[src/rtl/src_operand_buffer.sv]
// Per-PE operand buffer: four small circular FIFOs (PE/PU neighbour, PE/global bus)
// whose heads feed operand select; a head pops only when the reading instruction issues.
module src_operand_buffer #(
    parameter int dataLen  = 16,
    parameter int srcNum   = 3,
    parameter int indexLen = 8,
    parameter int logDepth = 1
) (
    input  logic                     clk,
    input  logic                     reset,
    input  logic [dataLen-1:0]       pe_neigh_in,
    input  logic [dataLen-1:0]       pu_neigh_in,
    input  logic [dataLen-1:0]       pe_bus_in,
    input  logic [dataLen-1:0]       gb_bus_in,
    input  logic                     pe_neigh_in_v,
    input  logic                     pu_neigh_in_v,
    input  logic                     pe_bus_in_v,
    input  logic                     gb_bus_in_v,
    output logic                     pe_neigh_rdy,
    output logic                     pu_neigh_rdy,
    output logic                     pe_bus_rdy,
    output logic                     gb_bus_rdy,
    input  logic [(1<<srcNum)-1:0]   src0_decoder_out,
    input  logic [(1<<srcNum)-1:0]   src1_decoder_out,
    input  logic [indexLen-1:0]      src0Index,
    input  logic [indexLen-1:0]      src1Index,
    input  logic                     inst_valid,
    input  logic                     inst_stall,
    output logic [dataLen-1:0]       pe_neigh_data_reg,
    output logic [dataLen-1:0]       pu_neigh_data_reg,
    output logic [dataLen-1:0]       pe_bus_data_reg,
    output logic [dataLen-1:0]       gb_bus_data_reg,
    output logic                     pe_neigh_data_reg_v,
    output logic                     pu_neigh_data_reg_v,
    output logic                     pe_bus_data_reg_v,
    output logic                     gb_bus_data_reg_v
);
    localparam int unsigned NCH         = 4;
    localparam int unsigned D           = 1 << logDepth;
    localparam int unsigned NS_NEIGHBOR = 1;
    localparam int unsigned NS_BUS      = 2;
    localparam logic [logDepth:0] FULL  = (logDepth+1)'(D);

    logic [dataLen-1:0]  in_data [NCH];
    logic [NCH-1:0]      in_v, push, pop_req, pop;
    logic [dataLen-1:0]  mem_q   [NCH][D];
    logic [logDepth-1:0] wptr_q  [NCH];
    logic [logDepth-1:0] wptr_d  [NCH];
    logic [logDepth-1:0] rptr_q  [NCH];
    logic [logDepth-1:0] rptr_d  [NCH];
    logic [logDepth:0]   cnt_q   [NCH];
    logic [logDepth:0]   cnt_d   [NCH];
    logic                issue, s0_nb, s0_bus, s1_nb, s1_bus;
    logic                unused_inputs;

    assign in_data[0] = pe_neigh_in;
    assign in_data[1] = pu_neigh_in;
    assign in_data[2] = pe_bus_in;
    assign in_data[3] = gb_bus_in;
    assign in_v = {gb_bus_in_v, pe_bus_in_v, pu_neigh_in_v, pe_neigh_in_v};

    assign issue  = inst_valid & ~inst_stall;
    assign s0_nb  = src0_decoder_out[NS_NEIGHBOR];
    assign s0_bus = src0_decoder_out[NS_BUS];
    assign s1_nb  = src1_decoder_out[NS_NEIGHBOR];
    assign s1_bus = src1_decoder_out[NS_BUS];

    // Both sources naming the same channel collapse into a single pop.
    assign pop_req[0] = issue & ((s0_nb  & ~src0Index[0]) | (s1_nb  & ~src1Index[0]));
    assign pop_req[1] = issue & ((s0_nb  &  src0Index[0]) | (s1_nb  &  src1Index[0]));
    assign pop_req[2] = issue & ((s0_bus & ~src0Index[0]) | (s1_bus & ~src1Index[0]));
    assign pop_req[3] = issue & ((s0_bus &  src0Index[0]) | (s1_bus &  src1Index[0]));

    always_comb begin
        push = '0;
        pop  = '0;
        for (int unsigned c = 0; c < NCH; c++) begin
            push[c]   = in_v[c] && (cnt_q[c] != FULL);
            pop[c]    = pop_req[c] && (cnt_q[c] != '0);
            wptr_d[c] = wptr_q[c] + logDepth'(push[c]);
            rptr_d[c] = rptr_q[c] + logDepth'(pop[c]);
            cnt_d[c]  = cnt_q[c] + (logDepth+1)'(push[c]) - (logDepth+1)'(pop[c]);
        end
    end

    always_ff @(posedge clk) begin
        if (reset) begin
            for (int unsigned c = 0; c < NCH; c++) begin
                wptr_q[c] <= '0;
                rptr_q[c] <= '0;
                cnt_q[c]  <= '0;
                for (int unsigned i = 0; i < D; i++) begin
                    mem_q[c][i] <= '0;
                end
            end
        end else begin
            for (int unsigned c = 0; c < NCH; c++) begin
                wptr_q[c] <= wptr_d[c];
                rptr_q[c] <= rptr_d[c];
                cnt_q[c]  <= cnt_d[c];
                if (push[c]) begin
                    mem_q[c][wptr_q[c]] <= in_data[c];
                end
            end
        end
    end

    assign pe_neigh_rdy = (cnt_q[0] != FULL);
    assign pu_neigh_rdy = (cnt_q[1] != FULL);
    assign pe_bus_rdy   = (cnt_q[2] != FULL);
    assign gb_bus_rdy   = (cnt_q[3] != FULL);

    assign pe_neigh_data_reg = mem_q[0][rptr_q[0]];
    assign pu_neigh_data_reg = mem_q[1][rptr_q[1]];
    assign pe_bus_data_reg   = mem_q[2][rptr_q[2]];
    assign gb_bus_data_reg   = mem_q[3][rptr_q[3]];

    assign pe_neigh_data_reg_v = (cnt_q[0] != '0);
    assign pu_neigh_data_reg_v = (cnt_q[1] != '0);
    assign pe_bus_data_reg_v   = (cnt_q[2] != '0);
    assign gb_bus_data_reg_v   = (cnt_q[3] != '0);

    // Only bit0 of each index and two namespace bits steer the pops.
    assign unused_inputs = ^{src0Index, src1Index, src0_decoder_out, src1_decoder_out};

    for (genvar g = 0; g < NCH; g++) begin : g_chk
        assert property (@(posedge clk) disable iff (reset) !(pop_req[g] && cnt_q[g] == '0));
    end
endmodule

[config.mk]
export PLATFORM = sky130hd
export DESIGN_NAME = src_operand_buffer
export DESIGN_NICKNAME = d
export VERILOG_FILES = /design/src/rtl/src_operand_buffer.sv
export SDC_FILE = /design/constraint.sdc
export NUM_CORES = 1
export LEC_CHECK = 0
export BUFFER_PORTS_ARGS = -buffer_cell sky130_fd_sc_hd__buf_2
export CAP_MARGIN = 20
export CORE_AREA = 2 2 114 116
export DETAILED_ROUTE_END_ITERATION = 12
export DIE_AREA = 0 0 116 118
export PLACE_DENSITY = 0.78
export SLEW_MARGIN = 20
export SYNTH_ARGS = -nofsm -noshare
export SYNTH_HDL_FRONTEND = slang
export SYNTH_SLANG_ARGS = --single-unit
[constraint.sdc]
create_clock -name clk -period 2.69 [get_ports clk]
set_input_delay 0.807 -clock clk [delete_from_list [all_inputs] [get_ports clk]]
set_output_delay 0.807 -clock clk [all_outputs]
set_load 0.01 [all_outputs]
==> results of run 1 <==
-- cell type report --
class	count	area [um2]
tap	172	215.2
fill	988	4471
inverter	13	48.80
multi-input combinational	295	2517
clock buffer	19	432.9
clock inverter	13	168.9
timing repair buffer	164	873.3
antenna	1	2.502
sequential	144	3685
-- flip-flops by register name (all words and copies together) (netlist names) --
| signal | flops |
|---|---|
| cnt_q | 8 |
| mem_q | 128 |
| rptr_q | 4 |
| wptr_q | 4 |
-- routing by layer --
metal / GRT usage / vias to the layer above / share of wire / routed length [um]
met2: 0.3399 / 88 / 0.53 / 6914
met1: 0.2243 / 2033 / 0.41 / 5373
li1: - / 2034 / - / -
met5: 0 / - / 0 / 0
met4: 0.07440 / 0 / 0.016 / 212
met3: 0.05458 / 17 / 0.042 / 547
-- metrics by stage --
step	setup WS (ns)	power, W
floorplan	0.2851	0.003262
global placement	0.1658	0.003583
detailed placement	0.1583	0.003635
CTS	0.05261	0.006022
global route	0.2676	0.006232
finish	0.3474	0.005979
-- synth_stat cells (3+ instances only) --
cell type	number	area [um2]
nand3b_1	3	22.52
nor2b_1	40	250.2
buf_1	3	11.26
nor3b_1	34	255.2
dfxtp_1	64	1281
nor3_1	4	20.02
clkbuf_1	18	67.56
a21bo_2	3	30.03
a22o_1	16	140.1
mux2_2	100	1126
a21oi_1	4	20.02
edfxtp_1	80	2402
nor2_1	11	41.29
buf_2	7	35.03
and2_1	39	244.0
ha_1	8	100.1
xor2_1	4	35.03
or2_2	3	18.77
inv_1	12	45.04
nand2b_1	11	68.82
-- logic make-up after synthesis --
logic type | count (synthesis)
fa+ha+maj | 8
flops | 144
buf+inv | 41
mux | 100
simple gates | 152
compound gates | 31
xor+xnor | 4
-- power by group --
| group | leakage, nW | internal (W) | total (W) | switching [W] |
|---|---|---|---|---|
| logic | 1.78 | 0.000454 | 0.000933 | 0.000479 |
| clock network | 0.285 | 0.00154 | 0.00240 | 0.000860 |
| registers | 1.37 | 0.00257 | 0.00265 | 0.0000828 |
| total | 3.44 | 0.00456 | 0.00598 | 0.00142 |
-- worst max path at each step --
stage                             from                    end  slack [ns]  cells after the start
final                        rptr_q[1]  pu_neigh_data_reg[11]        0.35                      2
after floorplan                  reset            mem_q[1][0]        0.29                      4
after global routing         rptr_q[1]  pu_neigh_data_reg[11]        0.27                      2
after CTS                    rptr_q[1]  pu_neigh_data_reg[11]        0.05                      2
after global placement    src0Index[0]            cnt_q[0][5]        0.17                      9
after detailed placement  src0Index[0]            cnt_q[0][5]        0.16                      9
-- placed cells by master (no fill, tap or decap), types with 2 or more instances in the layout --
cell	n
buf_2	148
mux2_2	100
edfxtp_1	80
dfxtp_1	63
nor2b_1	40
and2_1	39
nor3b_1	34
clkbuf_16	17
a22o_1	16
buf_4	15
inv_1	12
nand2b_1	11
nor2_1	11
ha_1	8
a21oi_1	4
xor2_1	4
nor3_1	4
bufinv_16	4
or2_2	3
nand3b_1	3
a21bo_2	3
clkinvlp_4	3
clkinv_2	3
clkinv_1	3
a211oi_1	2
a22oi_1	2
nor4_4	2
clkbuf_1	2
-- repair_timing --
| action | CTS | global route |
|---|---|---|
| gates resized for setup | 0 | 1 |
| setup buffers | 0 | 0 |
| endpoints found under the setup margin | 0 | 15 |
| endpoints found under the hold margin | 0 | 0 |
==> metrics.txt, run 1 <==
status=finished clean; CP Capture Type=output pin; period utilization=0.8708; Initial Utilization=0.5119; Nets=747; Placed Area=7338 um2; H-Tree Depth=4; synthesized area per cell=13.24 um2; Worst Clk Skew=0.007073 ns; highest net fanout along the worst path=18; GRT overflow=0; routability congestion estimate=0.7112; endpoints failing hold=0; Worst R2R Start=cnt_q[0][5]; XOR/XNOR share of the synthesized area=0.005513; Hold Path Class=register to register; RSZ-0062 raised after global routing=no; CP Data Required Time=1.88 ns; Distinct cells, synth=34; Clock Latency Late Sink=0.41 ns; DR pass1 iterations=5; number of global-route vias before repair=4299; VDD IR-drop max=0.4173 mV; Final Util=0.6399; DR WL/cell=15.89 um; worst-margin pin slew=0.8489 ns; Rows=41; Post-Syn Area=6355 um2; CTS clk-pin slew, worst paths=0.05 ns; slowest cell delay on critical path=0.58 ns; Setup Viol. Count Final=0; PD cells=752.6 nW/um2; r2r endpoint=cnt_q[0][5]; crit path cell chain=mux2_2 > buf_2; Post-Syn Instances=480; initial antenna violation count=1; Slew headroom=0.4340; largest family of logic cells by synthesized area=multiplexers; Main synth FF type=edfxtp_1; ANT nets after route=0; Min Clock Period, post-route=2.343 ns; design area=7944 um2; max-slew violations=0; r2r worst-path depth=8; HPWL after DPL=8.766 mm; Simple-Gate Fraction of Synth Area=0.1571; final wirelength=13.05 mm; sink of the worst hold path=mem_q[3][6]; post-synthesis mux area share=0.1772; die height=118 um; core footprint=12410 um2; WP data arrival=1.54 ns; largest net degree at the start of global routing=33; Setup crit start kind=register; P_leak=3.436 nW; # placed instances=788; # hold bufs at CTS=0; Hold Slack=0.4669 ns; Worst Path Buf+Inv=1; sequential area share after synthesis=0.5796; achievable frequency=0.4269 GHz; Adder-Cell Fraction of Synth Area=0.01575; EDFF count, synth=80; die span in x=116 um; global-route wire length before repair=20.55 mm; Async SR Flop Fraction=0; CTS buffer count=17; count of non-filler cells in the finished layout=821; Vias/cell=5.082; setup TNS=0 ns; Seq cells post-synth=144; CTS tree=done; cell family with most CP delay=flip-flops; FF-to-FF setup slack=0.61 ns; Area Overhead vs Synth=25.00%; CP Class=register to output pin; Residual DRC=0; clock root buffer master=clkbuf_16; hold path depth=1; Synth Warn #=0; hold_sp=mem_q[3][6]; die area=13690 um2; 1st-iter DRT viols=247; Max Buffers Root-to-Sink=2; Syn Nets=592; I/O pin count=176; PortBufs=149; critical path's slowest cell=dfxtp_2; DR vias=4172; max_cap viols=0; Compound-Gate Fraction of Synth Area=0.03918; # clock sinks=144; Tot GR Track Use=0.1949; fraction of layout cells with a size suffix above 1=0.4660
No activity file was read; power rests on OpenSTA's default activity.
==> run 2, diff against run 1 <==
--- a/config.mk
+++ b/config.mk
@@ -5,6 +5,7 @@
 export SDC_FILE = /design/constraint.sdc
 export NUM_CORES = 1
 export LEC_CHECK = 0
+export ABC_AREA = 1
 export BUFFER_PORTS_ARGS = -buffer_cell sky130_fd_sc_hd__buf_2
 export CAP_MARGIN = 20
 export CORE_AREA = 2 2 114 116
==> metrics.txt, run 2 <==
DR vias=4774; final wirelength=12.82 mm; 1st-iter DRT viols=240; pre-CTS WS=0.3577 ns; Vias/cell=4.667; largest net degree at the start of global routing=33; FF-to-FF setup slack=1.02 ns; dominant cells by area after synthesis=edfxtp_1 37%, dfxtp_1 20%, nand2_1 8.5%; RSZ-0062 raised after global routing=no; Synth top area share=0.3733; initial antenna violation count=0; Clock Latency Late Sink=0.41 ns; global-route wire length before repair=21.22 mm; Rows=41; Comb power frac=0.157; PortBufs=149; I/O pin count=176; VDD IR-drop max=0.4828 mV; status=finished clean; synthesized area per cell=9.449 um2; Synth Warn #=0; die area=13690 um2; worst-margin pin slew=0.7087 ns; Final Util=0.6476; number of global-route vias before repair=4712; CP Data Required Time=1.88 ns; EDFF count, synth=80; CTS buffer count=17; Antenna Cells=0; cell family with most CP delay=flip-flops; count leader, synth=nand2_1; die span in x=116 um; die height=118 um; internal cell power=0.004723 W; Seq cells post-synth=144; Main synth FF type=edfxtp_1; Nets=950; Hold Path Class=register to register; Worst Clk Skew=0.007197 ns; setup TNS=0 ns; CTS tree=done; Post-synth top cells=146 x nand2_1, 111 x inv_1, 80 x edfxtp_1, 72 x nor2_1, 64 x dfxtp_1; clock root buffer master=clkbuf_16; setup bufs post-CTS=0; # fillers=1046; max-slew violations=0; Distinct cells, synth=25; Max Buffers Root-to-Sink=2; WP data arrival=1.72 ns; CP Capture Type=output pin; Syn Nets=793; core footprint=12410 um2; Tot GR Track Use=0.1970; Async SR Flop Fraction=0; crit path cell chain=buf_4 > mux2_2 > buf_2; CTS-repair resized insts=0; FF+latch area=3684 um2; Setup WS post-layout=0.1630 ns; top flop regs=mem_q (128), cnt_q (8); period utilization=0.9394; critical path's slowest cell=dfxtp_1; DR pass1 iterations=4; fraction of layout cells with a size suffix above 1=0.3102; commonest non-fill, non-tap cell in the layout=buf_2; CP Class=register to output pin; Setup crit start kind=register; H-Tree Depth=4; Residual DRC=0; Sw Pwr=0.001517 W; # clock sinks=144; Worst Path Buf+Inv=2; DR WL/cell=12.54 um; # hold bufs at CTS=0; Clock power frac=0.416; max_cap viols=0; largest area contributor in the netlist=edfxtp_1; Post-Syn Instances=681; switching part of the total power=0.2431; Area Overhead vs Synth=24.93%; multi-input combinational cell area=2156 um2; Reg power frac=0.427; most frequent cells in the layout=149 x buf_2, 146 x nand2_1, 111 x inv_1; HPWL after DPL=8.748 mm; Slew headroom=0.5264; slowest cell delay on critical path=0.54 ns; ANT nets after route=0; Setup Viol. Count Final=0; Post-Syn Area=6435 um2; PD cells=776.2 nW/um2; highest net fanout along the worst path=11; endpoints failing hold=0; achievable frequency=0.3957 GHz; Min Clock Period, post-route=2.527 ns; GRT overflow=0; CTS clk-pin slew, worst paths=0.05 ns; routability congestion estimate=0.7758; Initial Utilization=0.5183; max reg flops=128; P_leak=4.076 nW; Largest Register=mem_q; sequential area share after synthesis=0.5724
==> run 2: cell types whose count changed after synthesis, sizes merged, moves of 13 or more <==
cell,previous run,this run
a22o,16,0
nor3b,34,0
nor2b,40,0
o21bai,0,16
o21ai,1,22
nand3,1,54
mux2,100,48
inv,13,113
and2,39,2
nand2,0,155
buf,10,23
nor2,11,73
==> run 2: per-stage QoR <==
step | hold slack [ns] | cells | total power (W) | instance area [um2]
4_1_cts | 0.4650 | 1023 | 0.006311 | 8039
2_1_floorplan | 0.4400 | 681 | 0.003330 | 6435
5_1_grt | 0.4782 | 1023 | 0.006554 | 8039
3_5_place_dp | 0.4551 | 991 | 0.003701 | 7372
3_3_place_gp | 0.4503 | 991 | 0.003672 | 7372
6_report | 0.4630 | 1023 | 0.006240 | 8039
==> run 2: power groups by stage <==
stage / Combinational, W / Sequential [W] / Clock [W]
2_1_floorplan: 0.000648 / 0.00268 / 0
3_3_place_gp: 0.000975 / 0.00270 / 0
3_5_place_dp: 0.000990 / 0.00271 / 0
4_1_cts: 0.000998 / 0.00266 / 0.00265
5_1_grt: 0.00111 / 0.00269 / 0.00275
6_report: 0.000979 / 0.00266 / 0.00260
==> run 2: logic make-up after synthesis <==
kind of cell | Yosys count | share of synthesized area
simple gates | 286 | 0.1869
buf+inv | 144 | 0.09255
flops | 144 | 0.5724
mux | 48 | 0.08400
compound gates | 47 | 0.04317
fa+ha+maj | 8 | 0.01556
xor+xnor | 4 | 0.005444
==> run 2: layout make-up <==
cell class,instances,share of cell area
sequential,144,0.4582
multi-input combinational,393,0.2682
timing repair buffer,168,0.1105
clock buffer,18,0.05339
inverter,114,0.05339
clock inverter,14,0.02957
tap,172,0.02677
==> run 2: routing by layer <==
metal | track usage | share of wire | vias up | routed length, um
li1 | - | - | 2481 | -
met1 | 0.2376 | 0.43 | 2152 | 5568
met2 | 0.3319 | 0.49 | 132 | 6342
met3 | 0.06334 | 0.062 | 9 | 795
met4 | 0.06324 | 0.0091 | 0 | 117
met5 | 0 | 0 | - | 0
==> run 2: worst reg2reg max path, delay by kind of cell, from the launching register on <==
| kind | cells | cell delay, ns |
|---|---|---|
| AND/OR/NAND/NOR | 5 | 0.92 |
| buffers and inverters | 1 | 0.07 |
| flip-flops | 1 | 0.30 |
==> run 2: path summary, 6_finish.rpt <==
path | start | end | cells past startpoint
min | mem_q[3][24] | mem_q[3][24] | 2
max | rptr_q[3] | gb_bus_data_reg[4] | 3
max reg2reg | cnt_q[0][0] | mem_q[0][20] | 6
min reg2reg | mem_q[3][24] | mem_q[3][24] | 2
